## src/rtl/memcache_key_packer.sv

```systemverilog
// memcache_key_packer: packs a key byte stream into a lookup3 {k0,k1,k2} block.
// Optional macro KEY_LEN_CHECK_EN: drop keys longer than MAX_KEY_LEN, pulse key_drop.
module memcache_key_packer #(
    parameter int MAX_KEY_LEN = 12,
    parameter int LEN_W       = 8
) (
    input  logic             CLK,
    input  logic             RST,
    input  logic             in_valid,
    input  logic [7:0]       in_data,
    input  logic             in_last,
    output logic             in_ready,
    output logic             out_valid,
    input  logic             out_ready,
    output logic [LEN_W-1:0] key_length,
    output logic [31:0]      k0,
    output logic [31:0]      k1,
    output logic [31:0]      k2,
    output logic             key_drop
);

    localparam int NLANE = 12;

    typedef enum logic [1:0] {
        S_ACC,
        S_HOLD,
        S_DISCARD
    } state_t;

    state_t             state;
    logic [LEN_W-1:0]   count;
    logic [8*NLANE-1:0] blk;
    logic               take;
    logic [LEN_W-1:0]   count_inc;

    // in_ready is forced low while reset is held, even though state reads ACC
    assign in_ready   = RST & (state != S_HOLD);
    assign take       = in_valid & in_ready;
    assign count_inc  = (&count) ? count : count + LEN_W'(1);
    assign key_length = count;
    assign k0         = blk[95:64];
    assign k1         = blk[63:32];
    assign k2         = blk[31:0];

`ifdef KEY_LEN_CHECK_EN
    logic drop_q;
    logic overlong;

    assign key_drop = drop_q;
    assign overlong = (count >= LEN_W'(MAX_KEY_LEN));
`else
    assign key_drop = 1'b0;
`endif

    always_ff @(posedge CLK or negedge RST) begin
        if (!RST) begin
            state     <= S_ACC;
            count     <= '0;
            blk       <= '0;
            out_valid <= 1'b0;
`ifdef KEY_LEN_CHECK_EN
            drop_q    <= 1'b0;
`endif
        end else begin
`ifdef KEY_LEN_CHECK_EN
            drop_q <= 1'b0;
`endif
            unique case (state)
                S_ACC: begin
                    if (take) begin
`ifdef KEY_LEN_CHECK_EN
                        if (overlong) begin
                            if (in_last) begin
                                drop_q <= 1'b1;
                                count  <= '0;
                                blk    <= '0;
                            end else begin
                                state  <= S_DISCARD;
                            end
                        end else
`endif
                        begin
                            // bytes past MAX_KEY_LEN are counted but not stored
                            for (int i = 0; i < NLANE; i++) begin
                                if (i < MAX_KEY_LEN && count == LEN_W'(i))
                                    blk[8*NLANE-1-8*i -: 8] <= in_data;
                            end
                            count <= count_inc;
                            if (in_last) begin
                                state     <= S_HOLD;
                                out_valid <= 1'b1;
                            end
                        end
                    end
                end
                S_HOLD: begin
                    if (out_ready) begin
                        state     <= S_ACC;
                        out_valid <= 1'b0;
                        count     <= '0;
                        blk       <= '0;
                    end
                end
                S_DISCARD: begin
`ifdef KEY_LEN_CHECK_EN
                    if (take && in_last) begin
                        state  <= S_ACC;
                        drop_q <= 1'b1;
                        count  <= '0;
                        blk    <= '0;
                    end
`else
                    state <= S_ACC;
`endif
                end
                default: state <= S_ACC;
            endcase
        end
    end

endmodule
```

## config.mk

```make
export PLATFORM = sky130hd
export DESIGN_NAME = memcache_key_packer
export DESIGN_NICKNAME = d
export VERILOG_FILES = /design/src/rtl/memcache_key_packer.sv
export SDC_FILE = /design/constraint.sdc
export NUM_CORES = 1
export LEC_CHECK = 0
export CORE_MARGIN = 3
export CORE_UTILIZATION = 40
export DETAILED_ROUTE_END_ITERATION = 16
export GPL_TIMING_DRIVEN = 0
export PLACE_DENSITY_LB_ADDON = 0.2
export SLEW_MARGIN = 10
export SYNTH_ARGS = -nofsm -noshare
export SYNTH_HDL_FRONTEND = slang
export SYNTH_SLANG_ARGS = --single-unit
```

## constraint.sdc

```tcl
create_clock -name CLK -period 2.1 [get_ports CLK]
set_clock_uncertainty 0.05 [all_clocks]
set_input_delay 0.525 -clock CLK [delete_from_list [all_inputs] [get_ports CLK]]
set_output_delay 0.525 -clock CLK [all_outputs]
set_load 0.02 [all_outputs]
```

==> results.yml <==
outcome:
  status: "finished clean"
clocking:
  cts_max_level: 3
  cts_buffer_depth: 2
  clk_latency_ns: 0.34
  numCtsBuffers: 9
  cts-root-buf: "clkbuf_16"
  path_clk_slew_ns: 0.07
  cts.sinks: 105
  cts_tree: "done"
  cts_hold_buffers: 0
detailed_routing:
  antenna_left: 0
  vias: 3796
  detail_route.wl_per_cell_um: 20.3
  drc: 0
  viasPerCell: 5.82
  drt-initial-drc-count: 203
  firstDrtPassIters: 5
  routed_wl_mm: 13.3
grt:
  grt_util_met2_pct: 30.7
  grt_pass1_wl_mm: 20.7
  busiest_layer: "met1"
  overflow: 0
  antenna_found_initial: 0
  met3_usage_pct: 4.14
  grt_max_degree: 64
  grt_pass1_vias: 3697
  gr-usage-met1_pct: 31.3
  track_usage_pct: 20.5
final_layout:
  n_antenna_cell: 0
  fin_nets: 524
  drive_above_1_share_pct: 25.0
  fin_util_pct: 58.1
  stdcell_count: 652
  area_growth_pct: 38.6
placement:
  place_congestion: 0.820
  port_buffers: 118
  post-place-ws_ns: -0.628
  post-place-cells: 636
  hpwlAfterDp_mm: 9.39
hold_path:
  hold_class: "in -> async"
timing:
  setup-violations-final: 0
  maxSlewHeadroom_pct: 53.1
  rsz0062_at_grt: "yes"
  setup_ws_ns: 0.0253
  final.setup.tns_ns: 0
  fmax_ghz: 0.482
  period_minus_slack_ns: 2.07
  finalCritPeriodShare_pct: 98.8
  worstMarginPinSlew_ns: 0.703
  hold_violations: 0
  slew_violations: 0
synth:
  ys.flop_type: "dfrtp_1"
  seq_area_frac_synth_pct: 56.6
  synth.distinct_cells: 40
  netlist_area_um2: 4640
  avgSynthCellArea_um2: 12.3
  synth_edf_count: 0
  ys_ff_latch: 105
  yosysWarnings: 0
  syn_nets: 394
  async_reset_ff_share_pct: 100
  syn_inst: 377
setup_path:
  cp_cell_sequence: "clkdlybuf4s50_1 -> and2_1 -> clkbuf_2 -> o21ai_2 -> nor2_1 -> a31o_2"
  crit_path_max_fanout: 10
  max_stage_delay_ns: 0.51
  cp.arrival_ns: 2.26
  worstSetupPathType: "in -> reg"
  endpoint_kind: "flop"
  cp_top_family: "buffers and inverters"
  slowest_stage: "clkdlybuf4s50_1"
  critPathLaunchType: "input pin"
  critical_path_required_ns: 2.28
  worst-path-buf-inv: 2
pwr:
  p_leak_nw: 3.02
  ir_drop_mv: 0.658
  powerDensity_nw_per_um2: 1080
  power.total_mw: 6.98
die:
  rows: 38
  floorplan.initialDensity_pct: 41.9
  die_height_um: 114
  ios: 120
  core_area_um2: 11100
  die_area_um2: 12900
  die_x_um: 114
run:
  maxCapViolations: 0
==> synthesized netlist by cell type, types with 7 or more instances <==
cell type | number | share of area [%]
nand3_4 | 8 | 3.0
o21ai_0 | 35 | 3.8
a32o_1 | 8 | 1.7
and3b_1 | 7 | 1.3
nor2_1 | 12 | 0.97
buf_6 | 8 | 1.9
and2_1 | 9 | 1.2
dfrtp_1 | 105 | 57
clkbuf_1 | 23 | 1.9
a32o_2 | 48 | 12
a21oi_1 | 7 | 0.75
a31o_2 | 9 | 1.7
nand3_1 | 35 | 3.8
==> per-layer routing <==
layer  part of all wire, %  routed length, µm
met3                   6.2                827
met5                     0                  0
met1                    47               6230
met2                    46               6100
met4                  0.75                100
==> sequential cells by signal, indices dropped and copies added (netlist names) <==
| signal | count |
|---|---|
| blk | 96 |
| key_length | 8 |
| state | 1 |
==> power breakdown <==
group / leakage [nW] / internal, mW / switching, mW
logic: 1.42 / 1.11 / 1.39
registers: 1.44 / 2.42 / 0.311
clock network: 0.155 / 0.952 / 0.789
total: 3.02 / 4.49 / 2.49
==> path summary, 6_finish.rpt <==
| kind | startpoint | to | slack, ns | depth (start not counted) |
|---|---|---|---|---|
| max | out_ready | blk[73] | 0.03 | 6 |
| min | RST | blk[20] | 0.05 | 1 |
| max reg2reg | key_length[0] | blk[79] | 0.13 | 7 |
| min reg2reg | blk[20] | blk[20] | 0.45 | 2 |
| max in group asynchronous | RST | blk[54] | 1.31 | 2 |
| min in group CLK | blk[20] | blk[20] | 0.45 | 2 |
==> final cells by class <==
type	count	area [µm²]
Clock inverter	7	88.8
Sequential cell	105	2630
Clock buffer	9	225
Tap cell	140	175
Fill cell	942	4640
Inverter	5	18.8
Multi-Input combinational cell	230	1830
Timing Repair Buffer	122	1230
Buffer	34	233
==> per-stage QoR <==
step	instance area, µm²	hold slack, ns
after floorplan	4640	0.179
after global placement	6000	0.437
after detailed placement	6030	0.430
after CTS	6360	0.0611
after global routing	6430	0.0653
final	6430	0.0464
==> cell usage in the layout (no fill, tap or decap), types with 3 or more instances in the layout <==
master,n
clkdlybuf4s50_1,113
o21ai_1,6
nand3b_1,3
nand3_4,8
clkbuf_2,6
nor3_1,4
a32o_1,8
a21oi_1,7
ha_1,4
o21ai_0,27
clkbuf_1,11
clkbuf_16,9
and3_1,3
a32o_2,48
nand3_1,35
and2_1,9
dfrtp_1,104
inv_1,5
nor2b_1,3
o21ai_2,7
and3b_1,7
buf_6,10
nor2_1,12
buf_4,7
a31o_2,9
clkbuf_4,4
nand2_1,4
==> cell families (layout without fill, tap and decap cells) <==
group	count (synthesis)	after routing	synth area share (%)
buf+inv	42	177	5.17
flops	105	105	56.6
other cells	1	1	0.0808
fa+ha+maj	4	4	1.08
simple gates	95	95	13.7
compound gates	128	128	23.0
mux	1	1	0.216
xor+xnor	1	1	0.189
==> repair_timing <==
action	CTS	global route
setup endpoints to repair	104	100
setup buffers	1	2
pin swaps	0	2
endpoints found under the hold margin	0	0
gates resized for setup	22	27
gates cloned	0	0
Note: power is estimated with default switching activity, not from simulation.
